==> config.mk <==
export PLATFORM = sky130hd
export DESIGN_NAME = nrdiv
export DESIGN_NICKNAME = d
export VERILOG_FILES = /design/src/rtl/nrdiv.sv
export SDC_FILE = /design/constraint.sdc
export NUM_CORES = 1
export LEC_CHECK = 0
export ABC_AREA = 0
export CAP_MARGIN = 20
export CELL_PAD_IN_SITES_DETAIL_PLACEMENT = 1
export CELL_PAD_IN_SITES_GLOBAL_PLACEMENT = 1
export CORE_AREA = 2 2 65 128
export CTS_BUF_LIST = sky130_fd_sc_hd__clkbuf_4 sky130_fd_sc_hd__clkbuf_8 sky130_fd_sc_hd__clkbuf_16
export DETAILED_ROUTE_END_ITERATION = 6
export DIE_AREA = 0 0 67 130
export GPL_ROUTABILITY_DRIVEN = 1
export PLACE_DENSITY_LB_ADDON = 0.1
export SYNTH_ARGS = -nofsm -noshare
export SYNTH_HDL_FRONTEND = slang
export SYNTH_SLANG_ARGS = --single-unit
export TNS_END_PERCENT = 1
==> constraint.sdc <==
create_clock -name Clk -period 11.74 [get_ports Clk]
set_input_delay 2.348 -clock Clk [delete_from_list [all_inputs] [get_ports Clk]]
set_output_delay 2.348 -clock Clk [all_outputs]
set_load 0.01 [all_outputs]
==> src/rtl/nrdiv.sv <==
// nrdiv: Newton-Raphson reciprocal/divide datapath, 8-bit U1.7 fixed point.
// One shared multiplier, a 16-entry reciprocal seed ROM indexed by D[7:4],
// and two working registers (A, B). An external controller drives the
// operand selects and load enables every cycle; there is no internal FSM.
module nrdiv (
  output logic [7:0] Q,
  output logic [7:0] rega_out,
  output logic [7:0] regb_out,
  input  logic [7:0] D,
  input  logic [7:0] X,
  input  logic       sel_muxd,
  input  logic       sel_muxa,
  input  logic       sel_muxb,
  input  logic       load_rega,
  input  logic       load_regb,
  input  logic       Clk,
  input  logic       Rst_n
);

  logic [7:0]  seed;
  logic [7:0]  muxd;
  logic [7:0]  op1;
  logic [7:0]  op2;
  logic [15:0] prod;
  logic [7:0]  p;
  logic [7:0]  rega_q, rega_d;
  logic [7:0]  regb_q, regb_d;

  // Seed ROM: floor(16384 / {D[7:4],4'b1000}), saturated to 0xFF
  always_comb begin
    seed = 8'hFF;
    unique case (D[7:4])
      4'h0:    seed = 8'hFF;
      4'h1:    seed = 8'hFF;
      4'h2:    seed = 8'hFF;
      4'h3:    seed = 8'hFF;
      4'h4:    seed = 8'hE3;
      4'h5:    seed = 8'hBA;
      4'h6:    seed = 8'h9D;
      4'h7:    seed = 8'h88;
      4'h8:    seed = 8'h78;
      4'h9:    seed = 8'h6B;
      4'hA:    seed = 8'h61;
      4'hB:    seed = 8'h59;
      4'hC:    seed = 8'h51;
      4'hD:    seed = 8'h4B;
      4'hE:    seed = 8'h46;
      4'hF:    seed = 8'h42;
      default: seed = 8'hFF;
    endcase
  end

  // Operand muxes and shared multiplier; product truncated to U1.7, bit 15 dropped
  always_comb begin
    muxd = sel_muxd ? D : X;
    op1  = sel_muxa ? seed : rega_q;
    op2  = sel_muxb ? regb_q : muxd;
    prod = 16'(op1) * 16'(op2);
    p    = prod[14:7];
  end

  // Register next-state: A takes the product when sel_muxb is set, else op1;
  // B always takes the two's complement of the product (2 - P in U1.7)
  always_comb begin
    rega_d = rega_q;
    regb_d = regb_q;
    if (load_rega) rega_d = sel_muxb ? p : op1;
    if (load_regb) regb_d = 8'(~p + 8'd1);
  end

  // Working registers with synchronous active-low reset overriding loads
  always_ff @(posedge Clk) begin
    if (!Rst_n) begin
      rega_q <= '0;
      regb_q <= '0;
    end else begin
      rega_q <= rega_d;
      regb_q <= regb_d;
    end
  end

  assign Q        = p;
  assign rega_out = rega_q;
  assign regb_out = regb_q;

endmodule

Word level (Yosys, flattened, before mapping)
Memory sizes are Yosys's and may differ from the RTL's.
Cells that the tools add are included.
{ "word_totals": {"regBits": 16, "mem_bits_ro": 128, "in_bits": 23, "out_inout_bits": 24, "elab_cells": 10, "mem_count": 1} }
{ "classes": {"n_addsub": 1, "n_mul": 1, "muxes": 4, "bitwise": 1} }
{ "mem_list": {"columns": ["name", "depth", "width", "read_ports", "rd_ports_with_merged_regs", "wr", "line", "rtl"], "rows": [
  ["(name not given)", 16, 8, 1, 0, 0, "32", "unique case (D[7:4])"]
]} }
{ "op_table": {"columns": ["operator", "count"], "rows": [
  ["8-bit two-way mux", 4],
  ["8-bit by 8-bit multiplier with 15-bit output", 1],
  ["8-bit by 1-bit adder with 8-bit output, second input constant", 1],
  ["8-bit inverter", 1]
]} }

Depth between registers and ports, before layout
Gate-level depths: netlist (run 1).
{ "logic_depth": {"ltp_word": 5, "mapped_depth": 28, "mapped_depth_nobuf": 28} }

Worst setup path before layout (run 1)
No wires, ideal clock.
{ "synth_timing": {"path_type": "input-to-output", "start": "input port D[4]", "end": "output port Q[7]", "arrival_time_ns": 7.802, "t_required_ns": 9.392, "setup_slack_ns": 1.590, "path_stages": 21, "path_buffers": 0, "path_cell_list": "inv_1 -> ha_1 -> mux2_2 -> a221oi_1 -> nor2_1 -> or2_2 -> fa_1 -> fa_1 -> inv_1 -> fa_1 -> inv_1 -> fa_1 -> inv_1 -> ha_1 -> a21oi_1 -> o21bai_1 -> a211oi_1 -> o21ai_0 -> a41oi_1 -> o21bai_1 -> xnor2_1"} }
{ "synth_between": {"elab_chain_len": 3, "word_cells_on_any_way": 5, "classes_between": "mul (1); mux (3); memory (1)"} }
{ "synth_lines": {"columns": ["element", "line", "rtl"], "rows": [
  ["start: declaration", "9", "input logic [7:0] D,"],
  ["memory read 16 x 8 bit / 8-bit two-way mux (equally long branches)", null, null],
  ["8-bit two-way mux, on equally long branches", "56, 57", null],
  ["8-bit by 8-bit multiplier with 15-bit output *", "58", "prod = 16'(op1) * 16'(op2);"],
  ["end: declaration", "6", "output logic [7:0] Q,"]
]} }
Mark *: on every way between the ends. The rest lies on a longest branch, timed or not.

Worst setup path in the final report (run 1)
Same ends and word-level chain as after synthesis.

==> results of run 1 <==
==> final cells by class <==
class | count | area, sq um
multi-input combinational | 305 | 2560
sequential | 16 | 320
clock buffer | 4 | 88.8
inverter | 60 | 225
timing repair buffer | 68 | 626
tap | 96 | 120
fill | 997 | 3890
==> cells in the final DEF, fill, tap and decap left out, drive strengths merged, types with 2 or more instances in the layout <==
cell type,n
nor2,82
inv,59
clkdlybuf4s50,46
ha,38
fa,34
buf,22
a21oi,20
dfxtp,16
nand2,15
o21ai,15
mux2i,14
xnor2,10
a211oi,9
or2,8
o211ai,7
nor2b,6
xor2,4
nor3,4
clkbuf,4
nor3b,3
o21a,3
a21o,3
o211a,3
a2111oi,2
a311o,2
nand3,2
o21bai,2
nand4,2
and3,2
==> Yosys cell counts (all sizes together), types with 2 or more instances <==
| cell | number | area (sq um) |
|---|---|---|
| a2111oi | 2 | 17.5 |
| a211oi | 9 | 72.6 |
| a21o | 3 | 22.5 |
| a21oi | 20 | 100 |
| a311o | 2 | 20.0 |
| and3 | 2 | 12.5 |
| buf | 4 | 27.5 |
| clkbuf | 7 | 26.3 |
| dfxtp | 16 | 320 |
| fa | 34 | 681 |
| ha | 38 | 475 |
| inv | 59 | 221 |
| mux2i | 14 | 140 |
| nand2 | 15 | 56.3 |
| nand3 | 2 | 10.0 |
| nand4 | 2 | 12.5 |
| nor2 | 82 | 308 |
| nor2b | 6 | 37.5 |
| nor3 | 4 | 25.0 |
| nor3b | 3 | 22.5 |
| o211a | 3 | 30.0 |
| o211ai | 7 | 52.6 |
| o21a | 3 | 22.5 |
| o21ai | 15 | 75.1 |
| o21bai | 2 | 15.0 |
| or2 | 8 | 50.1 |
| xnor2 | 10 | 87.6 |
| xor2 | 4 | 42.6 |
==> tightest hold or removal path: stages (launching register included) <==
cell                      delay, ps
sky130_fd_sc_hd__dfxtp_1        330
sky130_fd_sc_hd__nand2_1         60
sky130_fd_sc_hd__o22ai_1         60
==> layer usage <==
layer | part of all wire, % | global-route usage (%) | vias up | wire, um
met5 | 0 | 0 | - | 0
met4 | 3.9 | 10.2 | 0 | 397
met3 | 2.5 | 2.67 | 25 | 257
met2 | 56 | 48.7 | 70 | 5670
met1 | 38 | 27.5 | 1468 | 3860
li1 | - | - | 1413 | -
==> registers in the layout (all words and copies together), names as in the netlist <==
name and cells:
regb_out 8, rega_out 8
==> final timing paths <==
check	from	endpoint	cells past startpoint
max reg2reg	rega_out[1]$_SDFFE_PN0P_	regb_out[6]$_SDFFE_PN0P_	19
max	D[4]	Q[7]	22
min reg2reg	regb_out[7]$_SDFFE_PN0P_	regb_out[7]$_SDFFE_PN0P_	2
min	regb_out[7]$_SDFFE_PN0P_	regb_out[7]$_SDFFE_PN0P_	2
==> metrics by stage <==
| stage | instance area, sq um | power (mW) | setup WS, ps | utilization, % |
|---|---|---|---|---|
| 6_report | 3940 | 1.17 | 347 | 50.4 |
| 5_1_grt | 3940 | 1.28 | -34.6 | 50.4 |
| 4_1_cts | 3920 | 1.17 | 1.19 | 50.0 |
| 3_5_place_dp | 3830 | 1.08 | -2.65 | 48.9 |
| 3_3_place_gp | 3830 | 1.04 | 180 | 48.9 |
| 2_1_floorplan | 3130 | 0.700 | 1590 | - |
==> power by group through the flow <==
stage	logic (mW)	registers [mW]	clock network, mW
CTS	1.01	0.0846	0.0748
detailed placement	0.996	0.0855	0
floorplan	0.612	0.0883	0
finish	1.01	0.0853	0.0747
global route	1.11	0.0867	0.0772
global placement	0.959	0.0854	0
==> cell families after synthesis <==
logic type | Yosys count | share of synthesized area [%]
xor+xnor | 14 | 4.15
buf+inv | 71 | 8.90
compound gates | 74 | 16.4
fa+ha+maj | 72 | 36.9
mux | 15 | 4.83
flops | 16 | 10.2
simple gates | 130 | 18.6
==> out/results.tsv, run 1 <==
stage	metric	value	unit
status	run status	finished clean	
pwr	switching component of the power	0.612	mW
floorplanning	effective utilization at floorplan	40.0	%
worst_setup_path	startpoint class of the critical path	input pin	
timing	final critical-path required period	11390	ps
floorplanning	Core ar.	7830	sq um
route	average wire per standard cell	18.6	um
timing	Setup Skew	3.46	ps
global_route	initial antenna violation count	0	
timing	Fin. Hold Viols	0	
global_route	global route total overflow	0	
pwr	proportion of total power due to net switching	52.4	%
logic_synthesis	number of flops mapped to enable cells by yosys	0	
worst_setup_path	crit-path cells	clkdlybuf4s50_1, inv_1, ha_1, mux2_2, a221oi_2, nor2_1, or2_2, fa_1, fa_1, inv_1, fa_1, inv_1, fa_1, inv_1, ha_1, o211ai_1, or4_4, o21ai_1, a41oi_2, o21bai_1, xnor2_1, clkdlybuf4s50_1	
clock_network	CTS clk-pin slew, worst paths	50	ps
run	number of violations of the max-capacitance limit	0	
timing	Final Setup Violations	0	
logic_synthesis	Synth async-reset ratio	0	%
clock_network	TritonCTS clock tree	done	
clock_network	clock root buffer	sky130_fd_sc_hd__clkbuf_16	
route	initial DRC count	97	
logic_synthesis	Synth Flop Type	sky130_fd_sc_hd__dfxtp_1	
logic_synthesis	cell area after synthesis	3130	sq um
timing	Pins Over Slew Limit	0	
timing	Relative slew margins	48.8	%
global_route	first-pass GRT wire length	16800	um
timing	Tcrit/Tclk final	97.0	%
worst_setup_path	worst setup path class	in -> out	
worst_setup_path	flop2flop setup slack	5780	ps
global_route	largest net degree at the start of global routing	17	
route	DR vias	2976	
route	Routed WL	10200	um
route	residual antenna-violating net count after detailed routing	0	
logic_synthesis	post-synthesis sequential element count	16	
placement	Port Buf Inserts	46	
logic_synthesis	Syn Inst Count	392	
floorplanning	full die area	8710	sq um
route	number of iterations in the first detailed-routing pass	4	
pwr	Lkg Pwr	1.90	nW
placement	Cells after DPL	545	
worst_setup_path	CP arrival	9040	ps
logic_synthesis	syn nets	487	
clock_network	post-cts repair resize count	0	
clock_network	post-CTS setup buffer count	0	
min_path	Hold Crit Class	reg -> reg	
logic_synthesis	count of unique library cells instantiated by Yosys	51	
pwr	worst ir drop on vdd	0.197	mV
pwr	combinational share of power	86.3	%
logic_synthesis	average instance area after synthesis	8.00	sq um
global_route	global-route usage over all layers	25.5	%
clock_network	number of CTS-inserted buffers	3	
worst_setup_path	Crit Path Max Fanout	5	
worst_setup_path	critical path required time	9390	ps
clock_network	TritonCTS sink count	16	
timing	final worst hold slack	503	ps
clock_network	clk_lat worst skew	250	ps
final_layout	final layout net count	549	
worst_setup_path	slowest cell delay on critical path	570	ps
worst_setup_path	buffers plus inverters on the worst setup path	6	
clock_network	hold-fix buffer count after cts	0	
pwr	total internal power	0.557	mW
final_layout	relative area change from synthesis to final layout	25.7	%
logic_synthesis	part of the Yosys area used for sequential elements	10.2	%
floorplanning	y dimension of the die	130	um
placement	placed wire-length estimate	8520	um
worst_setup_path	CP max stage cell	sky130_fd_sc_hd__clkdlybuf4s50_1	
pwr	clock group share of total power	6.4	%
pwr	power per standard cell area	297	nW/um^2
logic_synthesis	YS warnings	0	
clock_network	CTS max path bufs	2	
floorplanning	count of boundary I/O pins	47	
global_route	via count of the first global-routing pass	3456	
placement	global placement routability congestion	0.851	
floorplanning	horizontal die dimension	67	um
timing	Final TNS setup	0	ps
final_layout	number of non-filler instances in the completed layout	549	
timing	actual transition at the worst max-transition pin	759	ps
worst_setup_path	nature of the critical path endpoint	output port	
route	vias per cell	5.42	
clock_network	CTS H-tree depth	1	
route	DRC	0	
worst_setup_path	cell family contributing the most delay on the critical path	adder cells	
timing	Fmax achieved	87.8	MHz
floorplanning	standard-cell row count	46	
pwr	part of the power in registers	7.3	%
final_layout	Antenna Cells	0	
final_layout	ratio of cells with drive above 1 in the final layout	9.93	%
No activity file was read; power rests on OpenSTA's default activity.
==> inputs of run 2 (changes only) <==
--- a/config.mk
+++ b/config.mk
@@ -9,12 +9,14 @@
 export CAP_MARGIN = 20
 export CELL_PAD_IN_SITES_DETAIL_PLACEMENT = 1
 export CELL_PAD_IN_SITES_GLOBAL_PLACEMENT = 1
-export CORE_AREA = 2 2 65 128
+export CORE_AREA = 2 2 72 143
 export CTS_BUF_LIST = sky130_fd_sc_hd__clkbuf_4 sky130_fd_sc_hd__clkbuf_8 sky130_fd_sc_hd__clkbuf_16
 export DETAILED_ROUTE_END_ITERATION = 6
-export DIE_AREA = 0 0 67 130
+export DIE_AREA = 0 0 74 145
 export GPL_ROUTABILITY_DRIVEN = 1
 export PLACE_DENSITY_LB_ADDON = 0.1
+export RECOVER_POWER = 25
+export REMOVE_ABC_BUFFERS = 1
 export SYNTH_ARGS = -nofsm -noshare
 export SYNTH_HDL_FRONTEND = slang
 export SYNTH_SLANG_ARGS = --single-unit
==> run 2 against run 1 <==
- non-clock buffer count up 5
- hold slack worse by 15 ps
- die area up 23%
- critical path depth up 1
- fmax up 0.48%
- setup slack better by 55 ps
- largest cell class unchanged
- highest routed layer unchanged
==> out/results.tsv, run 2 (synthesized netlist as in run 1, its figures left out) <==
stage	metric	value	unit
floorplanning	standard-cell row count	51	
run	number of violations of the max-capacitance limit	0	
clock_network	TritonCTS sink count	16	
clock_network	clk_lat worst skew	250	ps
pwr	worst ir drop on vdd	0.227	mV
placement	placed wire-length estimate	8540	um
route	number of iterations in the first detailed-routing pass	4	
worst_setup_path	startpoint class of the critical path	input pin	
worst_setup_path	crit path from	D[4]	
clock_network	CTS max path bufs	2	
floorplanning	full die area	10700	sq um
worst_setup_path	endpoint of the most critical setup path	Q[7]	
timing	final worst hold slack	488	ps
pwr	power per standard cell area	287	nW/um^2
route	DR vias	2967	
worst_setup_path	crit-path cells	clkdlybuf4s50_1, inv_1, ha_1, mux2_2, a221oi_1, buf_4, nor2_1, or2_2, fa_1, fa_1, inv_1, fa_1, inv_1, fa_1, inv_1, ha_1, o211ai_1, or4_4, o21ai_0, a41oi_2, o21bai_1, xnor2_1, clkdlybuf4s50_1	
final_layout	ratio of cells with drive above 1 in the final layout	10.3	%
clock_network	number of CTS-inserted buffers	3	
route	residual antenna-violating net count after detailed routing	0	
timing	Final TNS setup	0	ps
timing	final critical-path required period	11340	ps
worst_setup_path	critical path required time	9390	ps
worst_setup_path	CP max stage cell	sky130_fd_sc_hd__clkdlybuf4s50_1	
final_layout	final layout net count	554	
clock_network	clock root buffer	sky130_fd_sc_hd__clkbuf_16	
global_route	global-route usage over all layers	20.1	%
timing	Pins Over Slew Limit	0	
timing	Setup Skew	4.40	ps
placement	global placement routability congestion	0.831	
clock_network	CTS H-tree depth	1	
pwr	Pwr Total	1.15	mW
final_layout	relative area change from synthesis to final layout	27.8	%
worst_setup_path	flop2flop setup slack	5910	ps
global_route	largest net degree at the start of global routing	19	
route	DRC	0	
status	run status	finished clean	
timing	Tcrit/Tclk final	96.6	%
min_path	Hold Crit Class	reg -> reg	
worst_setup_path	slowest cell delay on critical path	600	ps
final_layout	Util after Layout	41.6	%
clock_network	CTS clk-pin slew, worst paths	50	ps
worst_setup_path	nature of the critical path endpoint	output port	
placement	Port Buf Inserts	46	
worst_setup_path	Crit Path Max Fanout	4	
floorplanning	effective utilization at floorplan	32.5	%
worst_setup_path	cells on worst reg2reg path	19	
final_layout	leading cell type in the layout, fill and taps excluded	sky130_fd_sc_hd__nor2_1	
floorplanning	horizontal die dimension	74	um
global_route	first-pass GRT wire length	16700	um
timing	actual transition at the worst max-transition pin	626	ps
global_route	via count of the first global-routing pass	3239	
clock_network	post-CTS setup buffer count	0	
final_layout	Antenna Cells	0	
global_route	initial antenna violation count	0	
timing	Fmax achieved	88.2	MHz
route	vias per cell	5.03	
timing	Relative slew margins	58.2	%
floorplanning	Core ar.	9640	sq um
timing	Final Setup Violations	0	
worst_setup_path	CP arrival	8990	ps
pwr	Lkg Pwr	1.93	nW
timing	RSZ-0062 raised after global routing	false	
route	average wire per standard cell	17.2	um
final_layout	fillcell total	1167	
route	initial DRC count	66	
placement	Setup WS pre-CTS	328	ps
worst_setup_path	worst r2r src	rega_out[1]$_SDFFE_PN0P_	
final_layout	most frequent cells in the layout	sky130_fd_sc_hd__nor2_1 (82), sky130_fd_sc_hd__inv_1 (59), sky130_fd_sc_hd__ha_1 (38)	
floorplanning	count of boundary I/O pins	47	
worst_setup_path	worst setup path class	in -> out	
timing	final setup margin	402	ps
floorplanning	y dimension of the die	145	um
worst_setup_path	RR Endpoint	regb_out[7]$_SDFFE_PN0P_	
timing	Fin. Hold Viols	0	
route	Routed WL	10100	um
global_route	global route total overflow	0	
clock_network	TritonCTS clock tree	done	
run 2: cell count changes in the layout (fill, tap and decap cells not counted):
cell,change
sky130_fd_sc_hd__xnor2_1,+1
sky130_fd_sc_hd__a211oi_2,-1
sky130_fd_sc_hd__a221oi_2,-1
sky130_fd_sc_hd__buf_4,+5
sky130_fd_sc_hd__o21ai_1,-1
sky130_fd_sc_hd__xnor2_2,-1
sky130_fd_sc_hd__dlygate4sd3_1,+9
sky130_fd_sc_hd__a221oi_1,+1
sky130_fd_sc_hd__a211oi_1,+1
sky130_fd_sc_hd__clkdlybuf4s50_1,-9
sky130_fd_sc_hd__o21ai_0,+1
run 2: metal layers:
layer	global-route usage, %	wire, um	vias up
met5	0	0	-
met4	7.27	259	0
met3	0.903	193	11
met2	37.7	5850	45
met1	22.9	3840	1485
li1	-	-	1426
run 2: how the worst min path moves through the flow:
stage                                        start                       end  cells past startpoint
final                     regb_out[7]$_SDFFE_PN0P_  regb_out[7]$_SDFFE_PN0P_                      2
after floorplan           regb_out[5]$_SDFFE_PN0P_  regb_out[5]$_SDFFE_PN0P_                      2
after global routing      regb_out[7]$_SDFFE_PN0P_  regb_out[7]$_SDFFE_PN0P_                      2
after global placement    regb_out[7]$_SDFFE_PN0P_  regb_out[7]$_SDFFE_PN0P_                      2
after CTS                 regb_out[7]$_SDFFE_PN0P_  regb_out[7]$_SDFFE_PN0P_                      2
after detailed placement  regb_out[7]$_SDFFE_PN0P_  regb_out[7]$_SDFFE_PN0P_                      2
run 2: cell type report:
type                    instances  area [sq um]  area share (%)
clock buffers                   4          88.8            2.22
inverters                      60           225            5.62
well taps                     132           165            4.12
flip-flops and latches         16           320            8.00
repair buffers                 73           663            16.6
multi-input cells             305          2540            63.5
run 2: what timing repair did:
action / CTS / global route
setup endpoints to repair: 0 / 1
gates resized for setup: 0 / 1
hold buffers: 0 / 0
run 2: power by group:
| part | switching, mW | internal (mW) |
|---|---|---|
| logic | 0.543 | 0.450 |
| registers | 0.0119 | 0.0709 |
| clock network | 0.0233 | 0.0519 |
run 2: worst max-delay path: cells and delay by family:
family / cells / cell delay (ps)
fa+ha+maj: 6 / 2640
xor+xnor: 1 / 200
simple gates: 3 / 900
mux: 1 / 260
compound gates: 5 / 1140
buf+inv: 7 / 1500
run 2: metrics by stage:
step,instances,area (sq um)
finish,590,4010
detailed placement,586,3910
floorplan,381,3080
CTS,590,4000
global route,590,4010
global placement,586,3910
